$ cat src/rtl/universal_shift_reg_n_pkg.sv
// Shared mode and FSM state encodings for the universal shift register slice.
package usr_pkg;

  typedef enum logic [2:0] {
    MODE_HOLD = 3'b000,
    MODE_SR   = 3'b001,
    MODE_SL   = 3'b010,
    MODE_LOAD = 3'b011,
    MODE_RR   = 3'b100,
    MODE_RL   = 3'b101
  } mode_e;

  typedef enum logic {
    ST_IDLE = 1'b0,
    ST_RUN  = 1'b1
  } state_e;

  function automatic logic is_shift_mode(input logic [2:0] m);
    return (m == MODE_SR) || (m == MODE_SL) || (m == MODE_RR) || (m == MODE_RL);
  endfunction

endpackage

$ cat src/rtl/universal_shift_reg_n_dff_bank.sv
// WIDTH-wide register bank with asynchronous active-high clear to RESET_VAL.
module dff_bank #(
  parameter int unsigned      WIDTH     = 8,
  parameter logic [WIDTH-1:0] RESET_VAL = '0
) (
  input  logic             clk,
  input  logic             clear,
  input  logic [WIDTH-1:0] d,
  output logic [WIDTH-1:0] q
);

  always_ff @(posedge clk or posedge clear) begin
    if (clear) q <= RESET_VAL;
    else       q <= d;
  end

endmodule

$ cat src/rtl/universal_shift_reg_n.sv
// Universal shift register: direct hold/shift/rotate/load ops plus a burst
// engine that performs up to WIDTH back-to-back shifts from one start strobe.
module universal_shift_reg_n
  import usr_pkg::*;
#(
  parameter int unsigned      WIDTH     = 8,
  parameter logic [WIDTH-1:0] RESET_VAL = '0,
  localparam int unsigned     CW        = $clog2(WIDTH + 1)
) (
  input  logic             clk,
  input  logic             clear,
  input  logic             en,
  input  logic [2:0]       mode,
  input  logic [WIDTH-1:0] par_in,
  input  logic             sin_r,
  input  logic             sin_l,
  input  logic             start,
  input  logic [CW-1:0]    cnt_in,
  output logic [WIDTH-1:0] q,
  output logic             sout_r,
  output logic             sout_l,
  output logic             busy,
  output logic             done
);

  state_e          r_state;
  state_e          w_state_nxt;
  logic [2:0]      r_dir;
  logic [2:0]      w_dir_nxt;
  logic [CW-1:0]   r_rem;
  logic [CW-1:0]   w_rem_nxt;
  logic            r_done;
  logic            w_done_nxt;
  logic [WIDTH-1:0] w_q;
  logic [WIDTH-1:0] w_q_nxt;
  logic            w_accept;
  logic [CW-1:0]   w_cnt_sat;

  function automatic logic [WIDTH-1:0] f_apply(
    input logic [2:0]       m,
    input logic [WIDTH-1:0] v,
    input logic             sr,
    input logic             sl,
    input logic [WIDTH-1:0] p
  );
    logic [WIDTH-1:0] res;
    res = v;
    case (m)
      MODE_SR:   res = {sr, v[WIDTH-1:1]};
      MODE_SL:   res = {v[WIDTH-2:0], sl};
      MODE_LOAD: res = p;
      MODE_RR:   res = {v[0], v[WIDTH-1:1]};
      MODE_RL:   res = {v[WIDTH-2:0], v[WIDTH-1]};
      default:   res = v;
    endcase
    return res;
  endfunction

  assign w_accept  = (r_state == ST_IDLE) && start && is_shift_mode(mode);
  assign w_cnt_sat = (cnt_in > CW'(WIDTH)) ? CW'(WIDTH) : cnt_in;

  // The accepting edge only latches the burst; q moves from the following edge.
  always_comb begin
    w_q_nxt = w_q;
    case (r_state)
      ST_IDLE: if (!w_accept && en) w_q_nxt = f_apply(mode, w_q, sin_r, sin_l, par_in);
      ST_RUN:  w_q_nxt = f_apply(r_dir, w_q, sin_r, sin_l, par_in);
      default: w_q_nxt = w_q;
    endcase
  end

  always_comb begin
    w_state_nxt = r_state;
    w_dir_nxt   = r_dir;
    w_rem_nxt   = r_rem;
    w_done_nxt  = 1'b0;
    case (r_state)
      ST_IDLE: begin
        if (w_accept) begin
          w_dir_nxt = mode;
          if (w_cnt_sat == '0) begin
            w_done_nxt = 1'b1;
          end else begin
            w_state_nxt = ST_RUN;
            w_rem_nxt   = w_cnt_sat;
          end
        end
      end
      ST_RUN: begin
        w_rem_nxt = r_rem - CW'(1);
        if (r_rem == CW'(1)) begin
          w_state_nxt = ST_IDLE;
          w_done_nxt  = 1'b1;
        end
      end
      default: w_state_nxt = ST_IDLE;
    endcase
  end

  always_ff @(posedge clk or posedge clear) begin
    if (clear) begin
      r_state <= ST_IDLE;
      r_dir   <= MODE_HOLD;
      r_rem   <= '0;
      r_done  <= 1'b0;
    end else begin
      r_state <= w_state_nxt;
      r_dir   <= w_dir_nxt;
      r_rem   <= w_rem_nxt;
      r_done  <= w_done_nxt;
    end
  end

  dff_bank #(
    .WIDTH     (WIDTH),
    .RESET_VAL (RESET_VAL)
  ) u_bank (
    .clk   (clk),
    .clear (clear),
    .d     (w_q_nxt),
    .q     (w_q)
  );

  assign q      = w_q;
  assign sout_r = w_q[0];
  assign sout_l = w_q[WIDTH-1];
  assign busy   = (r_state == ST_RUN);
  assign done   = r_done;

endmodule

$ cat config.mk
export PLATFORM = sky130hd
export DESIGN_NAME = universal_shift_reg_n
export DESIGN_NICKNAME = d
export VERILOG_FILES = /design/src/rtl/universal_shift_reg_n_pkg.sv /design/src/rtl/universal_shift_reg_n_dff_bank.sv /design/src/rtl/universal_shift_reg_n.sv
export SDC_FILE = /design/constraint.sdc
export NUM_CORES = 1
export LEC_CHECK = 0
export ABC_AREA = 1
export BUFFER_PORTS_ARGS = -buffer_cell sky130_fd_sc_hd__buf_2
export CAP_MARGIN = 10
export CORE_UTILIZATION = 54
export DETAILED_ROUTE_END_ITERATION = 7
export HOLD_SLACK_MARGIN = 0.06
export PLACE_DENSITY_LB_ADDON = 0.25
export REMOVE_ABC_BUFFERS = 1
export SYNTH_ARGS = -nofsm -noshare
export SYNTH_HDL_FRONTEND = slang
export SYNTH_SLANG_ARGS = --single-unit
$ cat constraint.sdc
create_clock -name clk -period 1.41 [get_ports clk]
set_input_delay 0.282 -clock clk [delete_from_list [all_inputs] [get_ports clk]]
set_output_delay 0.282 -clock clk [all_outputs]
set_load 0.005 [all_outputs]
## Word level (Yosys, flattened, before mapping)

Index checks and enable logic that the tools add are counted.

- Logic and storage cells: 51
- Register bits after elaboration: 17
- Input bits: 21

- Muxes and demuxes: 16
- Equality and inequality tests: 16
- Bitwise operators: 1
- Reductions and logical operators: 11
- Add/sub/neg operators: 1
- $lt $le $gt $ge: 1

Operators with widths:

| kind | number |
|---|---|
| $pmux W8 S5 | 2 |
| $pmux W8 S2 | 1 |
| $eq A3 B2 Y1 const B | 4 |
| $eq A3 B3 Y1 const B | 4 |
| $mux W4 | 3 |
| $ne A6 B1 Y1 const B | 2 |
| $mux W8 | 1 |
| $pmux W4 S2 | 1 |
| $eq A3 B1 Y1 const B | 2 |
| $mux W1 | 6 |
| $eq A4 B1 Y1 const B | 1 |
| $gt A4 B4 Y1 const B | 1 |
| $logic_not A4 Y1 | 1 |
| $ne A2 B2 Y1 const B | 2 |
| $pmux W1 S2 | 2 |
| $reduce_and A2 Y1 | 2 |
| $sub A4 B1 Y4 const B | 1 |
| $logic_and A1 B1 Y1 | 3 |
| $logic_or A1 B1 Y1 | 3 |
| $reduce_and A3 Y1 | 1 |
| $ne A2 B1 Y1 const B | 1 |
| $logic_not A1 Y1 | 1 |
| $not A1 Y1 | 1 |

## Depth between registers and ports, before layout

Gate-level depths: netlist of the first run.

- Depth after elaboration: 9
- Gate-level depth with buffers: 10
- Gate-level depth less buffers: 10

## Hierarchy

A second synthesis of the first run with hierarchy kept.

- Cells, all modules: 273
- Area total of the unflattened synthesis: 1,659.1 um^2

Modules (own cells, without submodules):

| module | area an instance (um^2) | instances | cells each |
|---|---|---|---|
| universal_shift_reg_n | 1,455.1 | 1 | 264 |
| dff_bank | 203.9 | 1 | 9 |

## Least setup slack after synthesis of the first run

No wires, ideal clock.

- Path kind: input-to-reg
- Start: in mode[1]
- End: reg u_bank.q[0]
- Data arrival time: 1,177 ps
- Data required time: 1,293 ps
- Stages: 8
- Path buffers: 0
- Path slack: 116 ps
- Setup time: 117 ps
- Cells stage by stage: inv_2 > ha_1 > clkinv_1 > nand2_1 > a21oi_1 > nand2_1 > nand3_1 > nand2_1

- Longest elaborated chain between the ends: 9
- Elaborated cells between the ends (all ways): 17

Ends and longest elaborated chain:

| item | line | source |
|---|---|---|
| start: declaration | universal_shift_reg_n.sv:13 | `input logic [2:0] mode,` |
| $eq A3 B1 Y1 / $eq A3 B2 Y1 (equally long branches) | universal_shift_reg_n_pkg.sv:19, universal_shift_reg_n.sv:48 |  |
| $logic_or A1 B1 Y1 (3 in a row) | universal_shift_reg_n_pkg.sv:19 | `return (m == MODE_SR) \|\| (m == MODE_SL) \|\| (m == MODE_RR) \|\| (m == MODE_RL);` |
| $logic_and A1 B1 Y1 | universal_shift_reg_n.sv:59 | `assign w_accept = (r_state == ST_IDLE) && start && is_shift_mode(mode);` |
| $logic_not A1 Y1 | universal_shift_reg_n.sv:66 | `ST_IDLE: if (!w_accept && en) w_q_nxt = f_apply(mode, w_q, sin_r, sin_l, par_in);` |
| $logic_and A1 B1 Y1 | universal_shift_reg_n.sv:66 |  |
| $ne A2 B1 Y1 (no source line) | n/a |  |
| $reduce_and A3 Y1 (no source line) | n/a |  |
| end signal: assignment | universal_shift_reg_n_dff_bank.sv:13 | `if (clear) q <= RESET_VAL;` |
| end signal: assignment | universal_shift_reg_n_dff_bank.sv:14 | `else q <= d;` |
| end: declaration | universal_shift_reg_n_dff_bank.sv:9 | `output logic [WIDTH-1:0] q` |

Parallel ways exist; a longest one is shown, timed or not. The select of a mux whose other input is x is not followed.
A chain may end at the register's enable or synchronous reset.

## Worst setup path in the final report of the first run

- Start: reg r_dir[1]
- End: reg u_bank.q[5]

- Longest elaborated chain between the ends: 3
- Elaborated cells between the ends (all ways): 9

Ends and longest elaborated chain:

| item | line | source |
|---|---|---|
| start: declaration | universal_shift_reg_n.sv:28 | `logic [2:0] r_dir;` |
| start signal: assignment | universal_shift_reg_n.sv:108 | `r_dir <= w_dir_nxt;` |
| $eq A3 B3 Y1, or another cell as far along | universal_shift_reg_n.sv:48 | `case (m)` |
| $pmux W8 S5 / $ne A6 B1 Y1 (equally long branches) | n/a |  |
| $pmux W8 S2 / $reduce_and A3 Y1 (equally long branches) | n/a |  |

Parallel ways exist; a longest one is shown, timed or not.

==> results.json, run 1 <==
{
  "finalMaxSlewViolations": 0,
  "post_synth_num_cell_types": 26,
  "ys_top_cells_by_area": "dfrtp_1 (30%), nand2_1 (25%), a21oi_1 (7.7%), nand3_1 (6.3%), nor2_1 (5.5%)",
  "end_kind": "flip-flop",
  "wire_per_inst_um": 12.2,
  "fin_skew_ns": 0.00463,
  "layout-drive-gt1-share_pct": 26.1,
  "drt_first_pass_iters": 4,
  "seq_area_um2": 428,
  "htree_levels": 1,
  "ios": 33,
  "drc": 0,
  "die_w_um": 53.3,
  "grt_max_degree": 18,
  "ys_warn_count": 0,
  "syn_area_per_cell_um2": 6.08,
  "final_cells": 306,
  "routabilityCongestion": 0.853,
  "ys_seq_area_share_pct": 29.9,
  "cts-root-buf": "clkbuf_4",
  "syn_inst": 234,
  "multiInputGateArea_um2": 900,
  "dpl-instance-area_um2": 1650,
  "grt_pass1_vias": 1319,
  "placed_cells": 300,
  "synth.most_common_cell": "nand2_1",
  "synth_area_um2": 1420,
  "timing.final.crit_share_pct": 93.4,
  "hold_viol": 0,
  "synth_edf_count": 0,
  "setup_viol": 0,
  "hold_path.class": "in -> reg",
  "critical_path_class": "reg -> reg",
  "die_area_um2": 2840,
  "clk_pin_slew_ns": 0.11,
  "hold_slack_ns": 0.293,
  "dp_hpwl_mm": 2.80,
  "num_vias": 1649,
  "yosys.area.top_type": "dfrtp_1",
  "fmax_mhz": 759,
  "postSynth.asyncResetShare_pct": 100,
  "core_um2": 2480,
  "worst_setup_path_start_kind": "flip-flop",
  "slew-limit-headroom_pct": 82.9,
  "worstMarginPinSlew_ns": 0.256,
  "via_per_inst": 5.39,
  "start_util_pct": 57.4,
  "cts_tree": "yes",
  "worstPathArrival_ns": 1.52,
  "overflow": 0,
  "peakVddDrop_mv": 1.39,
  "rows": 18,
  "worst_skew_pair.late_latency_ns": 0.30,
  "cp.required_ns": 1.62,
  "grt_antenna_before_repair": 0,
  "cts-buffers-inserted": 3,
  "status": "finished clean",
  "grtUsageTotal_pct": 28.7,
  "path_max_fanout": 8,
  "ys_top_cells_by_count": "nand2_1 (95), a21oi_1 (22), nor2_1 (21)",
  "die_y_um": 53.3,
  "io_buffers": 32,
  "yosys.area.top_type_share_pct": 29.9,
  "cap_violations": 0,
  "clockBufferDepth": 2,
  "synth_top_flop_cell": "dfrtp_1",
  "clock-sinks": 17,
  "drt_wl_total_mm": 3.75,
  "drtIter0Drc": 55,
  "grt_pass1_wl_mm": 5.87,
  "yosys_register_bits": 17,
  "nNetsFinal": 301,
  "drtAntennaViolNets": 0,
  "p_leak_nw": 0.979,
  "syn_to_final_growth_pct": 21.9,
  "powerDensity_nw_per_um2": 2060,
  "final_area_um2": 1730,
  "fill_cells": 245,
  "layout_min_cycle_time_ns": 1.32,
  "n_antenna_cell": 0
}
-- report_power, final --
group / switching [mW] / internal, mW
registers: 0.341 / 0.733
clock network: 0.170 / 0.106
logic: 1.36 / 0.861
-- worst paths after layout --
path                            slack [ns]  cells after the start                      end            startpoint
worst min register to register        0.50                      2     r_rem[1]$_DFFE_PP0P_  r_rem[1]$_DFFE_PP0P_
worst max-delay path                  0.09                      9  u_bank.q[5]$_DFFE_PP0P_  r_dir[1]$_DFFE_PP0P_
max in group asynchronous             0.68                      4     r_dir[0]$_DFFE_PP0P_                 clear
worst max register to register        0.09                      9  u_bank.q[5]$_DFFE_PP0P_  r_dir[1]$_DFFE_PP0P_
worst min-delay path                  0.29                      3     r_rem[0]$_DFFE_PP0P_             cnt_in[0]
min in group asynchronous             0.51                      4  u_bank.q[5]$_DFFE_PP0P_                 clear
-- registers in the layout (all words and copies together), names as in the netlist --
signal / flops
u_bank.q: 8
busy: 1
r_dir: 3
r_rem: 4
done: 1
-- area by class of cell --
type / instances / share of cell area (%)
clock inverter: 1 / 0.289
sequential: 17 / 24.7
multi-input combinational: 187 / 51.9
clock buffer: 3 / 1.30
timing repair buffer: 43 / 14.1
inverter: 25 / 5.56
tap: 30 / 2.16
-- logic make-up after synthesis --
logic type	after synthesis	share of synthesized area, %
compound gates	34	12.7
fa+ha+maj	3	2.64
xor+xnor	1	0.616
simple gates	148	44.4
buf+inv	31	9.76
flops	17	29.9
-- cells in the final DEF (no fill, tap or decap), types with 6 or more instances in the layout --
master	instances
o21ai_0	6
nand3_1	16
buf_4	10
dfrtp_1	15
nand2_1	92
inv_1	18
buf_2	32
nand2_2	7
a21oi_1	20
nor2_1	21
-- through the flow --
stage	power, mW	utilization (%)	setup WS [ns]	TNS [ns]
3_3_place_gp	3.06	66.7	-0.00620	-0.00777
5_1_grt	3.94	70.0	-0.0161	-0.0169
4_1_cts	3.38	68.2	0.0566	0
6_report	3.57	70.0	0.0924	0
2_1_floorplan	2.39	-	0.0678	0
3_5_place_dp	3.11	66.7	-0.0242	-0.0797
-- what timing repair did --
item | 4_1_cts | 5_1_grt
hold endpoints to repair | 17 | 0
hold buffers | 1 | 0
buffers inserted | 0 | 0
gates resized for setup | 0 | 13
endpoints found under the setup margin | 0 | 7
-- layer usage --
layer / vias to the layer above / global-route usage, % / part of all wire [%]
li1: 837 / - / -
met1: 747 / 41.4 / 46
met2: 58 / 43.8 / 47
met3: 7 / 4.31 / 5.8
met4: 0 / 7.89 / 1.3
met5: - / 0 / 0
-- worst max-delay path: stages, from the launching register on --
cell,delay [ns]
dfrtp_1,0.44
buf_4,0.17
nand2_1,0.06
nand2_1,0.07
nand2_1,0.10
nand2_2,0.09
nand2_4,0.11
inv_4,0.06
nand2_1,0.06
nand2_1,0.06
Note: power is estimated with default switching activity, not from simulation.
==> run 2: changes to the inputs <==
- REMOVE_ABC_BUFFERS: 1 -> not set
==> results.json, run 2 (synthesis gave the netlist of run 1 again) <==
{
  "cts_tree": "yes",
  "worstMarginPinSlew_ns": 0.282,
  "die_area_um2": 2840,
  "die_y_um": 53.3,
  "cts-buffers-inserted": 3,
  "hold_viol": 0,
  "end_kind": "flip-flop",
  "syn_to_final_growth_pct": 19.1,
  "switching_share_pct": 51.2,
  "path_max_fanout": 7,
  "switching_power_mw": 1.72,
  "mostFrequentLayoutCell": "nand2_1",
  "hold_path.class": "in -> reg",
  "fmax_mhz": 751,
  "slew-limit-headroom_pct": 81.1,
  "n_antenna_cell": 0,
  "layout_common_cells": "nand2_1 (94), buf_2 (32), a21oi_1 (22), nor2_1 (21)",
  "clk_pin_slew_ns": 0.09,
  "core_um2": 2480,
  "finalMaxSlewViolations": 0,
  "grt_max_degree": 18,
  "cts-root-buf": "clkbuf_4",
  "pwr-share-clk_pct": 7.6,
  "grt_pass1_wl_mm": 5.41,
  "layout-drive-gt1-share_pct": 23.3,
  "timing.final.crit_share_pct": 94.4,
  "wire_per_inst_um": 11.5,
  "largest_register_ffs": 8,
  "layout_min_cycle_time_ns": 1.33,
  "hold_slack_ns": 0.302,
  "start_util_pct": 57.4,
  "cp.required_ns": 1.60,
  "nNetsFinal": 300,
  "drc": 0,
  "powerDensity_nw_per_um2": 1990,
  "overflow": 0,
  "setup_viol": 0,
  "die_w_um": 53.3,
  "status": "finished clean",
  "critical_path_class": "reg -> reg",
  "pre_cts_ws_ns": -0.0300,
  "setup_ws_ns": 0.0791,
  "intPower_mw": 1.64,
  "largest_register": "u_bank.q",
  "worst_setup_path_start_kind": "flip-flop",
  "clock-sinks": 17,
  "synth_fp_nets": 258,
  "grtUsageTotal_pct": 26.5,
  "worstPathArrival_ns": 1.52,
  "routabilityCongestion": 0.860,
  "p_leak_nw": 0.965,
  "largestRegisters": "u_bank.q (8), r_rem (4), r_dir (3)",
  "cts_setup_buffers": 0,
  "worst_skew_pair.late_latency_ns": 0.29,
  "grt_pass1_vias": 1259,
  "rows": 18,
  "grt_antenna_before_repair": 0,
  "num_vias": 1641,
  "drt_wl_total_mm": 3.50,
  "fin_skew_ns": 0.000916,
  "cp_slowest_cell": "dfrtp_1",
  "rsz0062_at_grt": "yes",
  "placed_cells": 300,
  "htree_levels": 1,
  "cap_violations": 0,
  "fin_tns_setup_ns": 0,
  "via_per_inst": 5.38,
  "ios": 33,
  "drtAntennaViolNets": 0,
  "clockBufferDepth": 2,
  "fill_cells": 242,
  "io_buffers": 32,
  "dp_hpwl_mm": 2.69,
  "seq_power_share_pct": 32.1,
  "crit_chain": "buf_4, nand3_1, nand2_2, a21oi_1, nand2_1, nand3_1, nand2_1",
  "peakVddDrop_mv": 1.26,
  "max_stage_delay_ns": 0.43,
  "drtIter0Drc": 59,
  "drt_first_pass_iters": 4,
  "final_cells": 305,
  "comb_power_share_pct": 60.3
}
## run 2: cell count changes in the layout (fill, tap and decap cells not counted)
| cell | before | now |
|---|---|---|
| nand3_1 | 16 | 18 |
| clkbuf_1 | 0 | 1 |
| clkinv_2 | 1 | 0 |
| nand3_2 | 4 | 2 |
| nand2_1 | 92 | 94 |
| nand2_2 | 7 | 6 |
| nand2_4 | 3 | 1 |
| a21oi_2 | 2 | 0 |
| a21oi_1 | 20 | 22 |
## run 2: power by group through the flow
stage	Sequential, mW	Combinational, mW	Clock [mW]
after floorplan	0.985	1.49	0
after global placement	1.07	1.96	0
after detailed placement	1.07	2.00	0
after CTS	1.06	2.01	0.266
after global routing	1.12	2.30	0.281
final	1.08	2.03	0.257
## run 2: through the flow
| stage | utilization [%] | cell area [um2] | power (mW) |
|---|---|---|---|
| after floorplan | - | 1420 | 2.47 |
| after global routing | 68.4 | 1690 | 3.70 |
| after global placement | 66.7 | 1650 | 3.03 |
| after detailed placement | 66.7 | 1650 | 3.06 |
| after CTS | 68.2 | 1690 | 3.34 |
| final | 68.4 | 1690 | 3.37 |
## run 2: layout make-up
type | count | area (um2) | share of cell area [%]
multi-input cells | 186 | 861 | 50.8
clock buffers | 4 | 26.3 | 1.55
well taps | 30 | 37.5 | 2.22
repair buffers | 43 | 245 | 14.5
flip-flops and latches | 17 | 428 | 25.3
inverters | 25 | 96.3 | 5.69
## run 2: what timing repair did
action	in CTS	in global routing
endpoints found under the setup margin	0	7
gates resized for setup	0	5
hold buffers	1	0
hold endpoints to repair	17	0
## run 2: metal layers
metal / track usage, % / share of wire [%] / vias up
met1: 39.9 / 48 / 741
met4: 8.77 / 1.1 / 0
li1: - / - / 831
met5: 0 / 0 / -
met2: 38.8 / 44 / 64
met3: 2.87 / 7.7 / 5
## run 2: worst max-delay path, delay by kind of cell, from the launching register on
family	cells	cell delay (ns)
AO/OA/AOI/OAI	1	0.18
buffers and inverters	1	0.17
flip-flops	1	0.43
AND/OR/NAND/NOR	5	0.45
## run 2: path summary, 6_finish.rpt
| path | slack (ns) | startpoint | cells past startpoint | endpoint |
|---|---|---|---|---|
| setup / recovery | 0.08 | r_dir[2]$_DFFE_PP0P_ | 7 | u_bank.q[1]$_DFFE_PP0P_ |
| setup reg to reg | 0.08 | r_dir[2]$_DFFE_PP0P_ | 7 | u_bank.q[1]$_DFFE_PP0P_ |
| hold reg to reg | 0.50 | r_rem[1]$_DFFE_PP0P_ | 2 | r_rem[1]$_DFFE_PP0P_ |
| min in group asynchronous | 0.53 | clear | 4 | u_bank.q[2]$_DFFE_PP0P_ |
| hold / removal | 0.30 | start | 3 | busy$_DFF_PP0_ |
| max in group asynchronous | 0.68 | clear | 4 | r_dir[1]$_DFFE_PP0P_ |
